File: config.mk
export PLATFORM = sky130hd
export DESIGN_NAME = axi2ahb_cmd_queue
export DESIGN_NICKNAME = d
export VERILOG_FILES = /design/src/rtl/axi2ahb_pkg.sv /design/src/rtl/axi2ahb_cmdq_mem.sv /design/src/rtl/axi2ahb_cmd_queue.sv
export SDC_FILE = /design/constraint.sdc
export NUM_CORES = 1
export LEC_CHECK = 0
export CAP_MARGIN = 20
export CORE_AREA = 10 10 293 295
export DETAILED_ROUTE_END_ITERATION = 7
export DIE_AREA = 0 0 303 305
export GPL_ROUTABILITY_DRIVEN = 0
export PLACE_DENSITY = 0.68
export SLEW_MARGIN = 20
export SYNTH_ARGS = -nofsm -noshare
export SYNTH_HDL_FRONTEND = slang
export SYNTH_SLANG_ARGS = --single-unit
File: constraint.sdc
create_clock -name aclk -period 3.2 [get_ports aclk]
set_clock_uncertainty 0.1 [all_clocks]
set_input_delay 0.64 -clock aclk [delete_from_list [all_inputs] [get_ports aclk]]
set_output_delay 0.64 -clock aclk [all_outputs]
set_load 0.05 [all_outputs]
File: src/rtl/axi2ahb_pkg.sv
// Shared definitions for the AXI-to-AHB bridge command path.
// Holds the packed-entry layout (field offsets and total width), the AXI size
// encodings and the occupancy-counter width function.
// Entry layout, LSB first: id(+last) | size | data | addr | write.
package axi2ahb_pkg;

    localparam int unsigned SIZE_W = 3;

    localparam logic [SIZE_W-1:0] SIZE_8B  = 3'd0;
    localparam logic [SIZE_W-1:0] SIZE_16B = 3'd1;
    localparam logic [SIZE_W-1:0] SIZE_32B = 3'd2;
    localparam logic [SIZE_W-1:0] SIZE_64B = 3'd3;

    localparam int unsigned OFF_ID = 0;

    // Pointer/count width: one extra bit so full and empty are distinguishable.
    function automatic int unsigned cnt_width(input int unsigned depth);
        return $clog2(depth) + 1;
    endfunction

    // idw is the AXI ID width; the stored ID carries one extra last bit.
    function automatic int unsigned off_size(input int unsigned idw);
        return idw + 1;
    endfunction

    function automatic int unsigned off_data(input int unsigned idw);
        return idw + 1 + SIZE_W;
    endfunction

    function automatic int unsigned off_addr(input int unsigned idw, input int unsigned dw);
        return idw + 1 + SIZE_W + dw;
    endfunction

    function automatic int unsigned off_write(input int unsigned idw, input int unsigned dw,
                                              input int unsigned aw);
        return idw + 1 + SIZE_W + dw + aw;
    endfunction

    function automatic int unsigned entry_width(input int unsigned aw, input int unsigned dw,
                                                input int unsigned idw);
        return 1 + aw + dw + SIZE_W + idw + 1;
    endfunction

endpackage

File: src/rtl/axi2ahb_cmdq_mem.sv
// Command queue storage: DEPTH x WIDTH register array.
// Ports: clk, rst_n (async active-low, clears every entry),
//        we_i/waddr_i/wdata_i (write port),
//        raddr_i/rdata_o (combinational read port).
module axi2ahb_cmdq_mem #(
    parameter int unsigned DEPTH = 8,
    parameter int unsigned WIDTH = 109
) (
    input  logic                       clk,
    input  logic                       rst_n,
    input  logic                       we_i,
    input  logic [$clog2(DEPTH)-1:0]   waddr_i,
    input  logic [WIDTH-1:0]           wdata_i,
    input  logic [$clog2(DEPTH)-1:0]   raddr_i,
    output logic [WIDTH-1:0]           rdata_o
);

    logic [WIDTH-1:0] mem_q [DEPTH];

    // Storage array; reset clears it so the head reads zero after reset.
    always_ff @(posedge clk or negedge rst_n) begin
        if (!rst_n) begin
            for (int unsigned i = 0; i < DEPTH; i++) begin
                mem_q[i] <= '0;
            end
        end else if (we_i) begin
            mem_q[waddr_i] <= wdata_i;
        end
    end

    assign rdata_o = mem_q[raddr_i];

endmodule

File: src/rtl/axi2ahb_cmd_queue.sv
// AXI-side command queue of the AXI-to-AHB bridge.
// Packs write flag, address, write data, size and ID(+last) into one entry
// held in a single FIFO with first-word-fall-through head.
// Ports:
//   aclk, aresetn          clock, async active-low reset
//   flush                  synchronous clear of pointers/count
//   s_valid/s_ready/s_*    push side
//   m_valid/m_ready/m_*    pop side (head fields are combinational)
//   count, almost_full     occupancy and count >= AFULL_THRESH
//   overflow_err, underflow_err, err_clr  sticky error flags and their clear
//   peak_count             max occupancy since reset/flush, only when
//                          AXI2AHB_CMDQ_WATERMARK_EN is defined
module axi2ahb_cmd_queue
    import axi2ahb_pkg::*;
#(
    parameter int unsigned ADDR_WIDTH   = 32,
    parameter int unsigned DATA_WIDTH   = 64,
    parameter int unsigned AXI_ID_WIDTH = 8,
    parameter int unsigned DEPTH        = 8,
    parameter int unsigned AFULL_THRESH = DEPTH - 2
) (
    input  logic                          aclk,
    input  logic                          aresetn,
    input  logic                          flush,
    input  logic                          s_valid,
    output logic                          s_ready,
    input  logic                          s_write,
    input  logic [ADDR_WIDTH-1:0]         s_addr,
    input  logic [DATA_WIDTH-1:0]         s_data,
    input  logic [SIZE_W-1:0]             s_size,
    input  logic [AXI_ID_WIDTH:0]         s_id,
    output logic                          m_valid,
    input  logic                          m_ready,
    output logic                          m_write,
    output logic [ADDR_WIDTH-1:0]         m_addr,
    output logic [DATA_WIDTH-1:0]         m_data,
    output logic [SIZE_W-1:0]             m_size,
    output logic [AXI_ID_WIDTH:0]         m_id,
    output logic [cnt_width(DEPTH)-1:0]   count,
    output logic                          almost_full,
    output logic                          overflow_err,
    output logic                          underflow_err,
`ifdef AXI2AHB_CMDQ_WATERMARK_EN
    output logic [cnt_width(DEPTH)-1:0]   peak_count,
`endif
    input  logic                          err_clr
);

    localparam int unsigned AW     = $clog2(DEPTH);
    localparam int unsigned PW     = cnt_width(DEPTH);
    localparam int unsigned IDW    = AXI_ID_WIDTH + 1;
    localparam int unsigned EW     = entry_width(ADDR_WIDTH, DATA_WIDTH, AXI_ID_WIDTH);
    localparam int unsigned O_SIZE = off_size(AXI_ID_WIDTH);
    localparam int unsigned O_DATA = off_data(AXI_ID_WIDTH);
    localparam int unsigned O_ADDR = off_addr(AXI_ID_WIDTH, DATA_WIDTH);
    localparam int unsigned O_WR   = off_write(AXI_ID_WIDTH, DATA_WIDTH, ADDR_WIDTH);

    logic [PW-1:0] wptr_q, wptr_d;
    logic [PW-1:0] rptr_q, rptr_d;
    logic [PW-1:0] count_q, count_d;
    logic          ovf_q, ovf_d;
    logic          udf_q, udf_d;
    logic          full_c;
    logic          push_c;
    logic          pop_c;
    logic [EW-1:0] wentry_c;
    logic [EW-1:0] rentry_c;

    // Full when the wrap bits differ and the index bits match.
    assign full_c  = (wptr_q[PW-1] != rptr_q[PW-1]) && (wptr_q[AW-1:0] == rptr_q[AW-1:0]);
    assign s_ready = !full_c && !flush;
    assign m_valid = (count_q != '0);
    assign push_c  = s_valid && s_ready;
    assign pop_c   = m_valid && m_ready;

    assign count       = count_q;
    assign almost_full = (count_q >= PW'(AFULL_THRESH));
    assign overflow_err  = ovf_q;
    assign underflow_err = udf_q;

    // Pack the incoming command into one entry.
    assign wentry_c = {s_write, s_addr, s_data, s_size, s_id};

    axi2ahb_cmdq_mem #(
        .DEPTH (DEPTH),
        .WIDTH (EW)
    ) u_mem (
        .clk     (aclk),
        .rst_n   (aresetn),
        .we_i    (push_c),
        .waddr_i (wptr_q[AW-1:0]),
        .wdata_i (wentry_c),
        .raddr_i (rptr_q[AW-1:0]),
        .rdata_o (rentry_c)
    );

    // Unpack the head entry.
    assign m_write = rentry_c[O_WR];
    assign m_addr  = rentry_c[O_ADDR +: ADDR_WIDTH];
    assign m_data  = rentry_c[O_DATA +: DATA_WIDTH];
    assign m_size  = rentry_c[O_SIZE +: SIZE_W];
    assign m_id    = rentry_c[OFF_ID +: IDW];

    // Pointer and occupancy next-state; flush discards any concurrent pop.
    always_comb begin
        wptr_d  = wptr_q;
        rptr_d  = rptr_q;
        count_d = count_q;
        if (flush) begin
            wptr_d  = '0;
            rptr_d  = '0;
            count_d = '0;
        end else begin
            if (push_c) begin
                wptr_d = wptr_q + PW'(1);
            end
            if (pop_c) begin
                rptr_d = rptr_q + PW'(1);
            end
            if (push_c && !pop_c) begin
                count_d = count_q + PW'(1);
            end else if (!push_c && pop_c) begin
                count_d = count_q - PW'(1);
            end
        end
    end

    // Sticky errors: a set condition overrides err_clr in the same cycle.
    always_comb begin
        ovf_d = ovf_q && !err_clr;
        udf_d = udf_q && !err_clr;
        if (s_valid && full_c && !flush) begin
            ovf_d = 1'b1;
        end
        if (m_ready && !m_valid) begin
            udf_d = 1'b1;
        end
    end

    always_ff @(posedge aclk or negedge aresetn) begin
        if (!aresetn) begin
            wptr_q  <= '0;
            rptr_q  <= '0;
            count_q <= '0;
            ovf_q   <= 1'b0;
            udf_q   <= 1'b0;
        end else begin
            wptr_q  <= wptr_d;
            rptr_q  <= rptr_d;
            count_q <= count_d;
            ovf_q   <= ovf_d;
            udf_q   <= udf_d;
        end
    end

`ifdef AXI2AHB_CMDQ_WATERMARK_EN
    logic [PW-1:0] peak_q, peak_d;

    // High-water mark tracks next-count; flush restarts it from zero.
    always_comb begin
        peak_d = peak_q;
        if (flush) begin
            peak_d = '0;
        end else if (count_d > peak_q) begin
            peak_d = count_d;
        end
    end

    always_ff @(posedge aclk or negedge aresetn) begin
        if (!aresetn) begin
            peak_q <= '0;
        end else begin
            peak_q <= peak_d;
        end
    end

    assign peak_count = peak_q;
`endif

endmodule

==> impl_metrics.py, run 1 <==
metrics = {
    "status": {
        "status": "finished with violations",
        "violations": "setup timing",
    },
    "worst_setup_path": {
        "crit_required_ps": 2460,
        "max_stage_delay_ps": 660,
        "criticalPathCategory": "reg2out",
        "crit_chain": "buf_12, mux2_2, buf_4",
        "worstSetupEndpointType": "primary output",
        "cpLargestDelayFamily": "buffers and inverters",
        "crit_slowest_cell": "buf_12",
        "cp-start-kind": "flip-flop",
        "crit_buf_inv": 2,
        "cp_data_arrival_time_ps": 2660,
        "crit_fanout": 111,
    },
    "finish": {
        "layoutNonFillerInstCount": 3778,
        "final_area_mm2": 0.0485,
        "nFillCells": 5898,
        "drive_gt1_share_pct": 59.9,
        "nets": 2757,
        "utilization_pct": 60.6,
        "area_growth_pct": 22.3,
    },
    "run": {
        "drv_cap": 0,
    },
    "route": {
        "wl_per_cell_um": 25.2,
        "ant_nets": 0,
        "first_pass_iters": 5,
        "vias": 21800,
        "vias_per_cell": 5.78,
        "routed_wl_mm": 95.4,
        "drc": 0,
        "drt_iter0_markers": 1047,
    },
    "clock_tree": {
        "cts_num_sinks": 886,
        "htreeDepth": 3,
        "clk_latency_ps": 620,
        "cts_buffers": 95,
        "clk_pin_slew_ps": 60,
        "clock_path_buffers": 3,
        "cts_tree": "done",
        "cts_root_buf": "clkbuf_16",
    },
    "pwr": {
        "p_per_area_mw_per_mm2": 789,
        "p_leak_nw": 22.0,
        "irDropWorstVdd_v": 0.000600,
    },
    "timing": {
        "setup_violations": 99,
        "min_period_over_period_pct": 106,
        "finalCriticalPeriod_ps": 3400,
        "setup_ws_ps": -200,
        "rsz0062_at_grt": "true",
        "hold_viol": 0,
        "maxSlewViolCount": 0,
        "finalSetupTns_ps": -8840,
        "worst_slew_pin_slew_ps": 1130,
        "fmax_ghz": 0.294,
        "relSlewSlack_pct": 24.4,
    },
    "synthesis": {
        "synthTopCellsByCount": "mux2_2 (984), dfrtp_1 (886), mux4_2 (218)",
        "synth_most_common_cell": "mux2_2",
        "syn-instance-count": 2330,
        "yosysTopAreaCell": "dfrtp_1",
        "synth-edff-count": 0,
        "synth-seq-area-share_pct": 56.0,
        "syn_area_per_cell_um2": 17.0,
        "synthArstFlopShare_pct": 100,
        "syn-num-nets": 2450,
        "ys_types": 39,
        "ys_ff_latch": 886,
        "synthFlopType": "dfrtp_1",
        "ys_warn_count": 0,
        "netlist_area_mm2": 0.0396,
        "synthTopCellsByArea": "dfrtp_1 (56%), mux2_2 (28%), mux4_2 (12%), buf_2 (1.1%), clkbuf_1 (0.35%)",
        "yosysTopAreaCellShare_pct": 56.0,
    },
    "floorplanning": {
        "start_util_pct": 49.6,
        "core_mm2": 0.0799,
        "dieArea_mm2": 0.0924,
        "io_pins": 233,
        "die_h_um": 305,
        "rows": 104,
        "die_w_um": 303,
    },
    "global_routing": {
        "grt_pass1_wl_mm": 147,
        "antenna_found_initial": 9,
        "grt_use_total_pct": 20.3,
        "grt_overflow": 0,
        "grt_max_degree": 112,
        "grt_pass1_vias": 24600,
    },
    "placement": {
        "dpl.hpwl_mm": 57.3,
        "dp_cells": 3565,
        "port_buffers": 232,
        "detailed_place.area_mm2": 0.0438,
    },
    "worst_hold_path": {
        "hold_class": "reg2reg",
    },
}
[worst paths after layout]
kind | slack (ps) | cells past startpoint | from | end
hold / removal | 400 | 1 | u_mem.mem_q[450]$_DFFE_PN0P_ | u_mem.mem_q[450]$_DFFE_PN0P_
hold reg to reg | 400 | 1 | u_mem.mem_q[450]$_DFFE_PN0P_ | u_mem.mem_q[450]$_DFFE_PN0P_
setup reg to reg | 300 | 9 | rptr_q[0]$_DFFE_PN0P_ | u_mem.mem_q[501]$_DFFE_PN0P_
max in group asynchronous | 1510 | 4 | aresetn | u_mem.mem_q[693]$_DFFE_PN0P_
setup / recovery | -200 | 3 | rptr_q[2]$_DFFE_PN0P_ | m_data[40]
min in group asynchronous | 460 | 2 | aresetn | u_mem.mem_q[857]$_DFFE_PN0P_
[placed cells by master, fill, tap and decap left out, types with 3 or more instances in the layout]
master	instances
clkinv_2	25
nand2_1	7
a21oi_1	3
dfrtp_1	883
buf_4	53
ha_1	4
mux4_2	218
bufinv_16	8
clkbuf_16	115
clkbuf_1	18
clkbuf_8	22
buf_12	61
clkdlybuf4s50_1	120
a21o_1	3
inv_1	8
buf_16	14
mux2_2	926
buf_8	9
nor2b_1	4
buf_6	97
dfrtp_4	3
xor2_1	4
xnor2_1	4
mux2_4	59
nor2_1	12
[sequential cells by signal (all words and copies together), names as in the netlist]
name	count
count	4
wptr_q	4
rptr_q	4
underflow_err	1
overflow_err	1
u_mem.mem_q	872
[report_power, final]
group	switching (mW)	internal, mW
clock	4.46	6.76
sequential	1.01	13.2
combinational	6.45	6.38
total	11.9	26.3
[routing by layer]
metal | routed length (µm) | GRT usage [%] | up-vias
li1 | - | - | 9414
met1 | 40400 | 26.2 | 11900
met2 | 49200 | 34.5 | 383
met5 | 95 | 0 | -
met3 | 3860 | 3.69 | 131
met4 | 1810 | 5.98 | 14
[through the flow]
stage | setup slack, ps | total power, mW | hold slack (ps)
3_5_place_dp | 5.31 | 25.7 | 389
6_report | -200 | 38.2 | 401
5_1_grt | -198 | 39.9 | 409
4_1_cts | -172 | 37.6 | 402
3_3_place_gp | 91.5 | 25.3 | 381
2_1_floorplan | 277 | 22.0 | 244
[logic make-up after synthesis]
logic type / count (synthesis) / synth area share (%)
buf+inv: 171 / 2.33
compound gates: 17 / 0.373
fa+ha+maj: 5 / 0.177
xor+xnor: 10 / 0.240
mux: 1203 / 40.4
simple gates: 38 / 0.505
flops: 886 / 56.0
[final cells by class]
class,instances,area (µm²),area share [%]
Sequential cell,886,22200,45.8
Multi-Input combinational cell,1273,16800,34.7
Timing Repair Buffer,373,4880,10.1
Clock buffer,138,2820,5.83
Tap cell,1060,1330,2.74
Clock inverter,38,414,0.855
Inverter,8,30.0,0.0620
Antenna cell,2,5.00,0.0103
[what timing repair did]
item / CTS / global route
hold endpoints to repair: 44 / 0
gates resized for setup: 85 / 117
hold buffers: 1 / 0
setup buffers: 8 / 5
setup endpoints to repair: 110 / 111
cloned: 4 / 18
No activity file was read; power rests on OpenSTA's default activity.
==> inputs of run 2 (changes only) <==
--- a/config.mk
+++ b/config.mk
@@ -6,11 +6,11 @@
 export NUM_CORES = 1
 export LEC_CHECK = 0
 export CAP_MARGIN = 20
-export CORE_AREA = 10 10 293 295
+export CORE_AREA = 10 10 268 270
 export DETAILED_ROUTE_END_ITERATION = 7
-export DIE_AREA = 0 0 303 305
+export DIE_AREA = 0 0 278 280
 export GPL_ROUTABILITY_DRIVEN = 0
-export PLACE_DENSITY = 0.68
+export PLACE_DENSITY = 0.8
 export SLEW_MARGIN = 20
 export SYNTH_ARGS = -nofsm -noshare
 export SYNTH_HDL_FRONTEND = slang
==> impl_metrics.py, run 2 (synthesized netlist as in run 1, its figures left out) <==
metrics = {
    "worst_setup_path": {
        "r2r_slack_ps": 360,
        "cpLargestDelayFamily": "multiplexers",
        "r2r_end": "u_mem.mem_q[502]$_DFFE_PN0P_",
        "path_common_cell": "buf_4",
        "crit_buf_inv": 2,
        "crit_chain": "buf_4, mux4_2, mux2_2, buf_4",
        "r2r_cells": 8,
        "r2r_start": "rptr_q[0]$_DFFE_PN0P_",
        "crit_slowest_cell": "dfrtp_4",
        "cp-start-kind": "flip-flop",
        "crit_required_ps": 2460,
        "cp_data_arrival_time_ps": 2590,
        "criticalPathCategory": "reg2out",
        "max_stage_delay_ps": 560,
        "worstSetupEndpointType": "primary output",
        "crit_fanout": 29,
    },
    "timing": {
        "setup_violations": 108,
        "hold_viol": 0,
        "finalCriticalPeriod_ps": 3330,
        "rsz0062_at_grt": "true",
        "relSlewSlack_pct": 32.9,
        "worst_slew_pin_slew_ps": 1010,
        "min_period_over_period_pct": 104,
        "maxSlewViolCount": 0,
        "fmax_ghz": 0.301,
        "setup_ws_ps": -127,
        "finalSetupTns_ps": -7140,
    },
    "route": {
        "vias": 21900,
        "first_pass_iters": 5,
        "drt_iter0_markers": 1532,
        "ant_nets": 0,
        "vias_per_cell": 6.14,
        "drc": 0,
        "routed_wl_mm": 91.6,
        "wl_per_cell_um": 25.7,
    },
    "placement": {
        "port_buffers": 232,
        "detailed_place.area_mm2": 0.0434,
        "dpl.hpwl_mm": 56.0,
    },
    "status": {
        "violations": "setup timing",
        "status": "finished with violations",
    },
    "clock_tree": {
        "cts_tree": "done",
        "clk_latency_ps": 630,
        "cts_root_buf": "clkbuf_16",
        "cts_buffers": 92,
        "cts_num_sinks": 886,
        "clk_pin_slew_ps": 60,
        "htreeDepth": 3,
        "clock_path_buffers": 3,
    },
    "floorplanning": {
        "core_mm2": 0.0666,
        "start_util_pct": 59.5,
        "die_h_um": 280,
        "die_w_um": 278,
        "rows": 95,
        "io_pins": 233,
        "dieArea_mm2": 0.0778,
    },
    "finish": {
        "nets": 2736,
        "nFillCells": 4155,
        "drive_gt1_share_pct": 59.5,
        "final_area_mm2": 0.0474,
        "final_common_cell": "mux2_2",
        "regMostFlops": "u_mem.mem_q",
        "largest_reg_flops": 872,
        "layout_common_cells": "mux2_2 (942), dfrtp_1 (883), mux4_2 (218), clkdlybuf4s50_1 (121), clkbuf_16 (98)",
        "area_growth_pct": 19.6,
    },
    "global_routing": {
        "grt_pass1_vias": 25100,
        "grt_pass1_wl_mm": 146,
        "grt_max_degree": 112,
        "grt_use_total_pct": 23.7,
        "antenna_found_initial": 12,
        "grt_overflow": 0,
    },
    "run": {
        "drv_cap": 0,
    },
    "pwr": {
        "power_mw": 37.4,
        "p_per_area_mw_per_mm2": 790,
        "p_leak_nw": 21.6,
        "irDropWorstVdd_v": 0.000676,
    },
    "worst_hold_path": {
        "holdPathEnd": "u_mem.mem_q[694]$_DFFE_PN0P_",
        "hold_depth": 1,
        "hp-start": "u_mem.mem_q[694]$_DFFE_PN0P_",
        "hold_class": "reg2reg",
    },
}
==> run 2: cell count changes in the layout (fill, tap and decap cells not counted), sizes merged <==
cell / previous run / this run
clkbuf: 155 / 133
buf: 234 / 230
diode: 2 / 6
bufinv: 8 / 10
clkinv: 26 / 24
clkdlybuf4s50: 120 / 121
dlymetal6s2s: 1 / 0
==> run 2: metrics by stage <==
stage               std cells  setup slack (ps)  hold slack (ps)  utilization [%]
finish                   3569              -127              399             71.2
global route             3569              -185              409             71.2
detailed placement       3379               115              388             65.2
floorplan                2330               277              244                -
CTS                      3557              -183              402             70.7
global placement         3379               113              381             65.2
==> run 2: how the worst max path moves through the flow <==
stage | startpoint | to | slack (ps) | cells past startpoint
after floorplan | rptr_q[0]$_DFFE_PN0P_ | m_id[0] | 280 | 5
final | rptr_q[1]$_DFFE_PN0P_ | m_addr[21] | -130 | 4
after detailed placement | s_valid | u_mem.mem_q[597]$_DFFE_PN0P_ | 120 | 8
after global routing | rptr_q[0]$_DFFE_PN0P_ | m_data[48] | -180 | 5
after CTS | rptr_q[0]$_DFFE_PN0P_ | m_data[49] | -180 | 5
after global placement | s_valid | count[3]$_DFFE_PN0P_ | 110 | 9
==> run 2: final cells by class <==
type / instances / area, µm² / share of cell area, %
diodes: 6 / 15.0 / 0.0317
clock buffers: 130 / 2680 / 5.65
clock inverters: 38 / 475 / 1.00
inverters: 8 / 30.0 / 0.0634
multi-input cells: 1273 / 16700 / 35.3
flip-flops and latches: 886 / 22200 / 46.8
well taps: 873 / 1090 / 2.31
repair buffers: 355 / 4170 / 8.80
==> run 2: what timing repair did <==
item / in CTS / in global routing
endpoints found under the setup margin: 110 / 110
hold buffers: 1 / 0
cloned: 2 / 3
setup buffers: 7 / 3
pin swaps: 0 / 0
resized for setup: 96 / 52
endpoints found under the hold margin: 50 / 0
==> run 2: power breakdown <==
part | leakage (nW) | total [mW] | internal, mW | switching (mW)
Clock | 1.56 | 11.0 | 6.64 | 4.41
Combinational | 8.41 | 12.1 | 5.86 | 6.28
Sequential | 11.7 | 14.2 | 13.2 | 1.07
==> run 2: layer usage <==
metal	track usage, %	vias to the layer above	share of wire [%]
met2	41.5	419	53
met3	3.71	131	3.9
li1	-	9354	-
met5	0	-	0.078
met1	30.2	12000	41
met4	7.25	12	2.2
